<file path="src/rtl/ysyx_23060236_arbiter_if.sv">
// AXI4-Lite style bus bundle (ar/r/aw/w/b) shared by the IFU, LSU and memory sides of the arbiter.
interface ysyx_23060236_arbiter_if;
  localparam int unsigned ADDR_W = 32;
  localparam int unsigned DATA_W = 32;
  localparam int unsigned STRB_W = DATA_W / 8;

  logic [ADDR_W-1:0] araddr;
  logic [2:0]        arsize;
  logic              arvalid;
  logic              arready;
  logic [DATA_W-1:0] rdata;
  logic [1:0]        rresp;
  logic              rvalid;
  logic              rready;
  logic [ADDR_W-1:0] awaddr;
  logic [2:0]        awsize;
  logic              awvalid;
  logic              awready;
  logic [DATA_W-1:0] wdata;
  logic [STRB_W-1:0] wstrb;
  logic              wvalid;
  logic              wready;
  logic [1:0]        bresp;
  logic              bvalid;
  logic              bready;

  modport master (
    output araddr, arsize, arvalid, input arready,
    input  rdata, rresp, rvalid, output rready,
    output awaddr, awsize, awvalid, input awready,
    output wdata, wstrb, wvalid, input wready,
    input  bresp, bvalid, output bready
  );

  modport slave (
    input  araddr, arsize, arvalid, output arready,
    output rdata, rresp, rvalid, input rready,
    input  awaddr, awsize, awvalid, output awready,
    input  wdata, wstrb, wvalid, output wready,
    output bresp, bvalid, input bready
  );
endinterface

</file>
<file path="src/rtl/ysyx_23060236_arbiter.sv">
// Single-outstanding arbiter merging IFU reads and LSU reads/writes onto one memory bus.
// LSU has fixed priority (read before write); every grant is preceded by one IDLE cycle.
module ysyx_23060236_arbiter #(
  parameter logic [2:0] IFU_ARSIZE = 3'b010
) (
  input  logic                          clock,
  input  logic                          reset,
  ysyx_23060236_arbiter_if.slave        ifu_bus,
  ysyx_23060236_arbiter_if.slave        lsu_bus,
  ysyx_23060236_arbiter_if.master       mem_bus
);

  typedef enum logic [1:0] {
    IDLE   = 2'd0,
    IFU_RD = 2'd1,
    LSU_RD = 2'd2,
    LSU_WR = 2'd3
  } state_e;

  state_e state_q;
  state_e state_d;

  // The IFU only ever reads; its write-side and size inputs are not consumed.
  logic unused_ifu;
  assign unused_ifu = ^{ifu_bus.arsize, ifu_bus.awaddr, ifu_bus.awsize, ifu_bus.awvalid,
                        ifu_bus.wdata, ifu_bus.wstrb, ifu_bus.wvalid, ifu_bus.bready};

  always_ff @(posedge clock or posedge reset) begin
    if (reset) state_q <= IDLE;
    else       state_q <= state_d;
  end

  always_comb begin
    state_d = state_q;

    ifu_bus.arready = 1'b0;
    ifu_bus.rdata   = '0;
    ifu_bus.rresp   = '0;
    ifu_bus.rvalid  = 1'b0;
    ifu_bus.awready = 1'b0;
    ifu_bus.wready  = 1'b0;
    ifu_bus.bresp   = '0;
    ifu_bus.bvalid  = 1'b0;

    lsu_bus.arready = 1'b0;
    lsu_bus.rdata   = '0;
    lsu_bus.rresp   = '0;
    lsu_bus.rvalid  = 1'b0;
    lsu_bus.awready = 1'b0;
    lsu_bus.wready  = 1'b0;
    lsu_bus.bresp   = '0;
    lsu_bus.bvalid  = 1'b0;

    mem_bus.araddr  = '0;
    mem_bus.arsize  = '0;
    mem_bus.arvalid = 1'b0;
    mem_bus.rready  = 1'b0;
    mem_bus.awaddr  = '0;
    mem_bus.awsize  = '0;
    mem_bus.awvalid = 1'b0;
    mem_bus.wdata   = '0;
    mem_bus.wstrb   = '0;
    mem_bus.wvalid  = 1'b0;
    mem_bus.bready  = 1'b0;

    unique case (state_q)
      IDLE: begin
        if (lsu_bus.arvalid)                       state_d = LSU_RD;
        else if (lsu_bus.awvalid || lsu_bus.wvalid) state_d = LSU_WR;
        else if (ifu_bus.arvalid)                  state_d = IFU_RD;
      end

      IFU_RD: begin
        mem_bus.araddr  = ifu_bus.araddr;
        mem_bus.arsize  = IFU_ARSIZE;
        mem_bus.arvalid = ifu_bus.arvalid;
        ifu_bus.arready = mem_bus.arready;
        ifu_bus.rdata   = mem_bus.rdata;
        ifu_bus.rresp   = mem_bus.rresp;
        ifu_bus.rvalid  = mem_bus.rvalid;
        mem_bus.rready  = ifu_bus.rready;
        if (mem_bus.rvalid && ifu_bus.rready) state_d = IDLE;
      end

      LSU_RD: begin
        mem_bus.araddr  = lsu_bus.araddr;
        mem_bus.arsize  = lsu_bus.arsize;
        mem_bus.arvalid = lsu_bus.arvalid;
        lsu_bus.arready = mem_bus.arready;
        lsu_bus.rdata   = mem_bus.rdata;
        lsu_bus.rresp   = mem_bus.rresp;
        lsu_bus.rvalid  = mem_bus.rvalid;
        mem_bus.rready  = lsu_bus.rready;
        if (mem_bus.rvalid && lsu_bus.rready) state_d = IDLE;
      end

      LSU_WR: begin
        // aw and w travel independently; only the b handshake ends the write.
        mem_bus.awaddr  = lsu_bus.awaddr;
        mem_bus.awsize  = lsu_bus.awsize;
        mem_bus.awvalid = lsu_bus.awvalid;
        lsu_bus.awready = mem_bus.awready;
        mem_bus.wdata   = lsu_bus.wdata;
        mem_bus.wstrb   = lsu_bus.wstrb;
        mem_bus.wvalid  = lsu_bus.wvalid;
        lsu_bus.wready  = mem_bus.wready;
        lsu_bus.bresp   = mem_bus.bresp;
        lsu_bus.bvalid  = mem_bus.bvalid;
        mem_bus.bready  = lsu_bus.bready;
        if (mem_bus.bvalid && lsu_bus.bready) state_d = IDLE;
      end

      default: state_d = IDLE;
    endcase
  end

endmodule

</file>
<file path="src/flat_wrapper.sv">
// flat-port wrapper written by rule: the top's interface ports become plain ports
module ysyx_23060236_arbiter_flat 
#(
  parameter logic [2:0] IFU_ARSIZE = 3'b010
)
  (clock, reset, ifu_bus_araddr, ifu_bus_arsize, ifu_bus_arvalid, ifu_bus_arready, ifu_bus_rdata, ifu_bus_rresp, ifu_bus_rvalid, ifu_bus_rready, ifu_bus_awaddr, ifu_bus_awsize, ifu_bus_awvalid, ifu_bus_awready, ifu_bus_wdata, ifu_bus_wstrb, ifu_bus_wvalid, ifu_bus_wready, ifu_bus_bresp, ifu_bus_bvalid, ifu_bus_bready, lsu_bus_araddr, lsu_bus_arsize, lsu_bus_arvalid, lsu_bus_arready, lsu_bus_rdata, lsu_bus_rresp, lsu_bus_rvalid, lsu_bus_rready, lsu_bus_awaddr, lsu_bus_awsize, lsu_bus_awvalid, lsu_bus_awready, lsu_bus_wdata, lsu_bus_wstrb, lsu_bus_wvalid, lsu_bus_wready, lsu_bus_bresp, lsu_bus_bvalid, lsu_bus_bready, mem_bus_araddr, mem_bus_arsize, mem_bus_arvalid, mem_bus_arready, mem_bus_rdata, mem_bus_rresp, mem_bus_rvalid, mem_bus_rready, mem_bus_awaddr, mem_bus_awsize, mem_bus_awvalid, mem_bus_awready, mem_bus_wdata, mem_bus_wstrb, mem_bus_wvalid, mem_bus_wready, mem_bus_bresp, mem_bus_bvalid, mem_bus_bready);
  ysyx_23060236_arbiter_if ifu_bus_i ();
  ysyx_23060236_arbiter_if lsu_bus_i ();
  ysyx_23060236_arbiter_if mem_bus_i ();
  input  logic clock;
  input  logic reset;
  input wire logic [$bits(ifu_bus_i.araddr)-1:0] ifu_bus_araddr;
  input wire logic [$bits(ifu_bus_i.arsize)-1:0] ifu_bus_arsize;
  input wire logic [$bits(ifu_bus_i.arvalid)-1:0] ifu_bus_arvalid;
  output wire logic [$bits(ifu_bus_i.arready)-1:0] ifu_bus_arready;
  output wire logic [$bits(ifu_bus_i.rdata)-1:0] ifu_bus_rdata;
  output wire logic [$bits(ifu_bus_i.rresp)-1:0] ifu_bus_rresp;
  output wire logic [$bits(ifu_bus_i.rvalid)-1:0] ifu_bus_rvalid;
  input wire logic [$bits(ifu_bus_i.rready)-1:0] ifu_bus_rready;
  input wire logic [$bits(ifu_bus_i.awaddr)-1:0] ifu_bus_awaddr;
  input wire logic [$bits(ifu_bus_i.awsize)-1:0] ifu_bus_awsize;
  input wire logic [$bits(ifu_bus_i.awvalid)-1:0] ifu_bus_awvalid;
  output wire logic [$bits(ifu_bus_i.awready)-1:0] ifu_bus_awready;
  input wire logic [$bits(ifu_bus_i.wdata)-1:0] ifu_bus_wdata;
  input wire logic [$bits(ifu_bus_i.wstrb)-1:0] ifu_bus_wstrb;
  input wire logic [$bits(ifu_bus_i.wvalid)-1:0] ifu_bus_wvalid;
  output wire logic [$bits(ifu_bus_i.wready)-1:0] ifu_bus_wready;
  output wire logic [$bits(ifu_bus_i.bresp)-1:0] ifu_bus_bresp;
  output wire logic [$bits(ifu_bus_i.bvalid)-1:0] ifu_bus_bvalid;
  input wire logic [$bits(ifu_bus_i.bready)-1:0] ifu_bus_bready;
  input wire logic [$bits(lsu_bus_i.araddr)-1:0] lsu_bus_araddr;
  input wire logic [$bits(lsu_bus_i.arsize)-1:0] lsu_bus_arsize;
  input wire logic [$bits(lsu_bus_i.arvalid)-1:0] lsu_bus_arvalid;
  output wire logic [$bits(lsu_bus_i.arready)-1:0] lsu_bus_arready;
  output wire logic [$bits(lsu_bus_i.rdata)-1:0] lsu_bus_rdata;
  output wire logic [$bits(lsu_bus_i.rresp)-1:0] lsu_bus_rresp;
  output wire logic [$bits(lsu_bus_i.rvalid)-1:0] lsu_bus_rvalid;
  input wire logic [$bits(lsu_bus_i.rready)-1:0] lsu_bus_rready;
  input wire logic [$bits(lsu_bus_i.awaddr)-1:0] lsu_bus_awaddr;
  input wire logic [$bits(lsu_bus_i.awsize)-1:0] lsu_bus_awsize;
  input wire logic [$bits(lsu_bus_i.awvalid)-1:0] lsu_bus_awvalid;
  output wire logic [$bits(lsu_bus_i.awready)-1:0] lsu_bus_awready;
  input wire logic [$bits(lsu_bus_i.wdata)-1:0] lsu_bus_wdata;
  input wire logic [$bits(lsu_bus_i.wstrb)-1:0] lsu_bus_wstrb;
  input wire logic [$bits(lsu_bus_i.wvalid)-1:0] lsu_bus_wvalid;
  output wire logic [$bits(lsu_bus_i.wready)-1:0] lsu_bus_wready;
  output wire logic [$bits(lsu_bus_i.bresp)-1:0] lsu_bus_bresp;
  output wire logic [$bits(lsu_bus_i.bvalid)-1:0] lsu_bus_bvalid;
  input wire logic [$bits(lsu_bus_i.bready)-1:0] lsu_bus_bready;
  output wire logic [$bits(mem_bus_i.araddr)-1:0] mem_bus_araddr;
  output wire logic [$bits(mem_bus_i.arsize)-1:0] mem_bus_arsize;
  output wire logic [$bits(mem_bus_i.arvalid)-1:0] mem_bus_arvalid;
  input wire logic [$bits(mem_bus_i.arready)-1:0] mem_bus_arready;
  input wire logic [$bits(mem_bus_i.rdata)-1:0] mem_bus_rdata;
  input wire logic [$bits(mem_bus_i.rresp)-1:0] mem_bus_rresp;
  input wire logic [$bits(mem_bus_i.rvalid)-1:0] mem_bus_rvalid;
  output wire logic [$bits(mem_bus_i.rready)-1:0] mem_bus_rready;
  output wire logic [$bits(mem_bus_i.awaddr)-1:0] mem_bus_awaddr;
  output wire logic [$bits(mem_bus_i.awsize)-1:0] mem_bus_awsize;
  output wire logic [$bits(mem_bus_i.awvalid)-1:0] mem_bus_awvalid;
  input wire logic [$bits(mem_bus_i.awready)-1:0] mem_bus_awready;
  output wire logic [$bits(mem_bus_i.wdata)-1:0] mem_bus_wdata;
  output wire logic [$bits(mem_bus_i.wstrb)-1:0] mem_bus_wstrb;
  output wire logic [$bits(mem_bus_i.wvalid)-1:0] mem_bus_wvalid;
  input wire logic [$bits(mem_bus_i.wready)-1:0] mem_bus_wready;
  input wire logic [$bits(mem_bus_i.bresp)-1:0] mem_bus_bresp;
  input wire logic [$bits(mem_bus_i.bvalid)-1:0] mem_bus_bvalid;
  output wire logic [$bits(mem_bus_i.bready)-1:0] mem_bus_bready;
  assign ifu_bus_i.araddr = ifu_bus_araddr;
  assign ifu_bus_i.arsize = ifu_bus_arsize;
  assign ifu_bus_i.arvalid = ifu_bus_arvalid;
  assign ifu_bus_arready = ifu_bus_i.arready;
  assign ifu_bus_rdata = ifu_bus_i.rdata;
  assign ifu_bus_rresp = ifu_bus_i.rresp;
  assign ifu_bus_rvalid = ifu_bus_i.rvalid;
  assign ifu_bus_i.rready = ifu_bus_rready;
  assign ifu_bus_i.awaddr = ifu_bus_awaddr;
  assign ifu_bus_i.awsize = ifu_bus_awsize;
  assign ifu_bus_i.awvalid = ifu_bus_awvalid;
  assign ifu_bus_awready = ifu_bus_i.awready;
  assign ifu_bus_i.wdata = ifu_bus_wdata;
  assign ifu_bus_i.wstrb = ifu_bus_wstrb;
  assign ifu_bus_i.wvalid = ifu_bus_wvalid;
  assign ifu_bus_wready = ifu_bus_i.wready;
  assign ifu_bus_bresp = ifu_bus_i.bresp;
  assign ifu_bus_bvalid = ifu_bus_i.bvalid;
  assign ifu_bus_i.bready = ifu_bus_bready;
  assign lsu_bus_i.araddr = lsu_bus_araddr;
  assign lsu_bus_i.arsize = lsu_bus_arsize;
  assign lsu_bus_i.arvalid = lsu_bus_arvalid;
  assign lsu_bus_arready = lsu_bus_i.arready;
  assign lsu_bus_rdata = lsu_bus_i.rdata;
  assign lsu_bus_rresp = lsu_bus_i.rresp;
  assign lsu_bus_rvalid = lsu_bus_i.rvalid;
  assign lsu_bus_i.rready = lsu_bus_rready;
  assign lsu_bus_i.awaddr = lsu_bus_awaddr;
  assign lsu_bus_i.awsize = lsu_bus_awsize;
  assign lsu_bus_i.awvalid = lsu_bus_awvalid;
  assign lsu_bus_awready = lsu_bus_i.awready;
  assign lsu_bus_i.wdata = lsu_bus_wdata;
  assign lsu_bus_i.wstrb = lsu_bus_wstrb;
  assign lsu_bus_i.wvalid = lsu_bus_wvalid;
  assign lsu_bus_wready = lsu_bus_i.wready;
  assign lsu_bus_bresp = lsu_bus_i.bresp;
  assign lsu_bus_bvalid = lsu_bus_i.bvalid;
  assign lsu_bus_i.bready = lsu_bus_bready;
  assign mem_bus_araddr = mem_bus_i.araddr;
  assign mem_bus_arsize = mem_bus_i.arsize;
  assign mem_bus_arvalid = mem_bus_i.arvalid;
  assign mem_bus_i.arready = mem_bus_arready;
  assign mem_bus_i.rdata = mem_bus_rdata;
  assign mem_bus_i.rresp = mem_bus_rresp;
  assign mem_bus_i.rvalid = mem_bus_rvalid;
  assign mem_bus_rready = mem_bus_i.rready;
  assign mem_bus_awaddr = mem_bus_i.awaddr;
  assign mem_bus_awsize = mem_bus_i.awsize;
  assign mem_bus_awvalid = mem_bus_i.awvalid;
  assign mem_bus_i.awready = mem_bus_awready;
  assign mem_bus_wdata = mem_bus_i.wdata;
  assign mem_bus_wstrb = mem_bus_i.wstrb;
  assign mem_bus_wvalid = mem_bus_i.wvalid;
  assign mem_bus_i.wready = mem_bus_wready;
  assign mem_bus_i.bresp = mem_bus_bresp;
  assign mem_bus_i.bvalid = mem_bus_bvalid;
  assign mem_bus_bready = mem_bus_i.bready;
  ysyx_23060236_arbiter #(.IFU_ARSIZE(IFU_ARSIZE)) u_core (.clock(clock), .reset(reset), .ifu_bus(ifu_bus_i), .lsu_bus(lsu_bus_i), .mem_bus(mem_bus_i));
endmodule
</file>
<file path="config.mk">
export PLATFORM = sky130hd
export DESIGN_NAME = ysyx_23060236_arbiter_flat
export DESIGN_NICKNAME = d
export VERILOG_FILES = /design/src/rtl/ysyx_23060236_arbiter_if.sv /design/src/rtl/ysyx_23060236_arbiter.sv /design/src/flat_wrapper.sv
export SDC_FILE = /design/constraint.sdc
export NUM_CORES = 1
export LEC_CHECK = 0
export CORE_AREA = 2 2 177 179
export CTS_CLUSTER_SIZE = 14
export DETAILED_ROUTE_END_ITERATION = 12
export DIE_AREA = 0 0 179 181
export MAX_ROUTING_LAYER = met4
export PLACE_DENSITY_LB_ADDON = 0.15
export SYNTH_ARGS = -nofsm -noshare
export SYNTH_HDL_FRONTEND = slang
export SYNTH_SLANG_ARGS = --single-unit
</file>
<file path="constraint.sdc">
create_clock -name clock -period 2.1 [get_ports clock]
set_clock_uncertainty 0.15 [all_clocks]
set_input_delay 0.42 -clock clock [delete_from_list [all_inputs] [get_ports clock]]
set_output_delay 0.42 -clock clock [all_outputs]
set_load 0.1 [all_outputs]
</file>
==> impl_results.md, run 1 <==
* Result of the run: finished with violations
* Violations in the final reports: negative setup slack
* Largest delay contributor family on the critical path: buffers and inverters
* Layout overhead on the synthesized area at 412%
* Gate count of the mapped netlist at 278
* Most frequent standard cell in the layout excluding fill and tap cells: buf_12
* Hold crit path type: in2async
* Layer with the highest usage: met2
* Buffering stage count on the worst path with inverters included at 3
* Slowest stage cell on the critical path: dfrtp_2
* Required time of the critical path at 1.53 ns
* Total instance count after detailed placement at 1032
* Die Footprint at 32400 sq um
* Most flop-heavy register: u_core.state_q
* Number of nets in the finished design at 945
* Final setup vio count at 131
* Die boundary width at 179 um
* Setup crit start kind: register
* Initial antenna violation count at 1
* Data arrival time at the worst-slack endpoint at 1.64 ns
* Non-filler instance count after layout at 1067
* Clock root buffer master: clkbuf_16
* Peak ir drop on the vdd network at 0.000638 V
* Proportion of synthesized chip area in sequential cells at 2.69%
* Hold violation count in the final report at 0
* Vias per cell at 3.38
* Crit-path max FO at 19
* Vias in the first global route at 3904
* Yosys synthesis warning count at 0
* Final worst-path cycle share at 105%
* Pins Over Slew Limit at 0
* Mean area per synthesized cell at 6.70 sq um
* Share of post-route cells with drive strength above 1 at 69.7%
* Number of antenna cells inserted at 0
* Number of search-and-repair iterations in the first detailed-routing pass at 4
* Post-synthesis cell type count at 21
* Static leakage at 3.75 nW
* Min setup slack post-route at -0.113 ns
* Total of buffers placed on input and output ports at 375
* Total global routing overflow at 0
* Largest register FFs at 2
* Post-route antenna net violation count at 0
* DP Wirelength at 14.4 mm
* Per-cell routed wire length at 18.5 um
* DRC violation count after routing at 0
* Cell area after synthesis at 1860 sq um
* GR Layer Usage met3 at 2.67%
* Initial DRC Count at 52
* Global-route total usage across every layer at 11.0%
* Reg clk slew, reported paths at 0.03 ns
* Routed Wire Length at 19.8 mm
* Actual transition at the worst max-transition pin at 0.573 ns
* Vertical die dimension at 181 um
* Relative slew margins at 61.5%
* Number of placed I/O pins at 458
* Design area at 9530 sq um
* H-tree level count at 1
* Unrepaired setup endpoints after global routing: true
* Initial Utilization at 6.14%
* Number of vias after detailed routing at 3602
* Final Hold Slack at 0.207 ns
* Highest-count cells in the layout ignoring fill and taps: 197 x buf_12, 187 x clkdlybuf4s50_1, 106 x and2_4
* Total CTS buffers at 3
* Total of flip-flops plus latches after synthesis at 2
* Met2 usage in global routing at 21.0%
* First-pass GRT wire length at 25.7 mm
* TritonCTS clock tree: built
* Number of buffers on the longest clock path at 2
* Clock tree sinks at 2
* Pin count of the biggest net entering global routing at 40
* CP Capture Type: output port
* Shortest clock period the worst path allows after layout at 2.21 ns
* Placeable core region at 30300 sq um
* Maximum capacitance violations at 0
* Critical path class: reg2out
* Dominant cell type by count on the critical path: buf_12
* Placed cell areas at 8470 sq um
* Worst path cell trace: buf_6, ha_4, buf_12, a22oi_2, nor2b_4, buf_12
* Largest regs: u_core.state_q: 2 flops
* CP max stage delay at 0.43 ns
* Met1 global-route usage at 11.4%
* PD cells at 1550 nW/um^2
* Row count at 64
* Total of hold buffers inserted after clock tree synthesis at 0
* Final GP Congestion at 0.773
* Clk Latency, worst-skew pair at 0.22 ns
* Setup TNS at -6.15 ns
* Upper clock frequency limit at 452 MHz
kinds of logic after synthesis:
logic type,count (synthesis),share of synthesized area [%]
and+or+nand+nor,192,64.4
buffers and inverters,35,9.13
muxes,1,0.537
DFF,2,2.69
AOI/OAI and AO/OA,40,18.3
other,1,0.201
adders and majority gates,7,4.70
cell usage after synthesis:
| library cell | n | area, sq um |
|---|---|---|
| nor2b_1 | 36 | 225 |
| ha_1 | 7 | 87.6 |
| and2_1 | 153 | 957 |
| clkbuf_1 | 16 | 60.1 |
| nand2b_1 | 1 | 6.26 |
| conb_1 | 1 | 3.75 |
| nor3_1 | 1 | 5.00 |
| a21boi_0 | 1 | 7.51 |
| nor4_1 | 1 | 6.26 |
| clkbuf_2 | 1 | 5.00 |
| buf_4 | 5 | 37.5 |
| a21boi_4 | 2 | 37.5 |
| o2bb2ai_1 | 1 | 8.76 |
| a2111oi_4 | 1 | 27.5 |
| a22oi_1 | 34 | 255 |
| inv_1 | 3 | 11.3 |
| dfrtp_1 | 2 | 50.1 |
| buf_2 | 9 | 45.0 |
| buf_6 | 1 | 11.3 |
| a21oi_1 | 1 | 5.00 |
| mux2i_1 | 1 | 10.0 |
final cells by class:
class	count	area, sq um
Clock buffer	3	75.1
Fill cell	3043	20800
Inverter	3	13.8
Multi-Input combinational cell	245	2480
Sequential cell	2	51.3
Tap cell	396	495
Timing Repair Buffer	418	6410
stage by stage:
step / setup slack, ns / utilization (%) / total power [W]
2_1_floorplan: -0.0890 / - / 0.00804
3_3_place_gp: 0.0165 / 27.9 / 0.0127
3_5_place_dp: -0.0350 / 27.9 / 0.0127
4_1_cts: -0.136 / 30.2 / 0.0144
5_1_grt: -0.175 / 31.4 / 0.0153
6_report: -0.113 / 31.4 / 0.0148
per-layer routing:
layer	vias to the layer above	share of wire [%]
li1	1673	-
met1	1679	36
met2	244	54
met3	6	9.8
met4	0	0.85
met5	-	0
power by group:
group	internal [W]	switching (W)
logic	0.00593	0.00850
clock network	0.000243	0.0000499
registers	0.0000582	0.0000209
what timing repair did:
item                                   in CTS  in global routing
gates resized for setup                   117                 55
endpoints found under the hold margin       0                  0
buffers inserted                            6                  6
gates cloned                                8                 12
pin swaps                                  20                  4
setup endpoints to repair                 136                188
path summary, 6_finish.rpt:
path                                   startpoint                  to  slack [ns]  depth (start not counted)
worst max-delay path            u_core.state_q[0]  mem_bus_araddr[12]       -0.11                          6
worst min-delay path                        reset   u_core.state_q[0]        0.21                          2
worst max register to register  u_core.state_q[0]   u_core.state_q[1]        0.19                          7
worst min register to register  u_core.state_q[0]   u_core.state_q[0]        0.61                          3
max in group asynchronous                   reset   u_core.state_q[0]        1.47                          2
min in group clock              u_core.state_q[0]   u_core.state_q[0]        0.61                          3
No activity file was read; power rests on OpenSTA's default activity.
==> run 2: changes to the inputs <==
CAP_MARGIN = 20   (was unset)
==> results of run 2 <==
The final DEF is identical to that of run 1; final timing and power are the same.
==> run 3: changes to the inputs <==
CAP_MARGIN = unset   (was 20)
GPL_ROUTABILITY_DRIVEN = 0   (was unset)
==> results of run 3 <==
The final DEF is identical to that of run 1; final timing and power are the same.
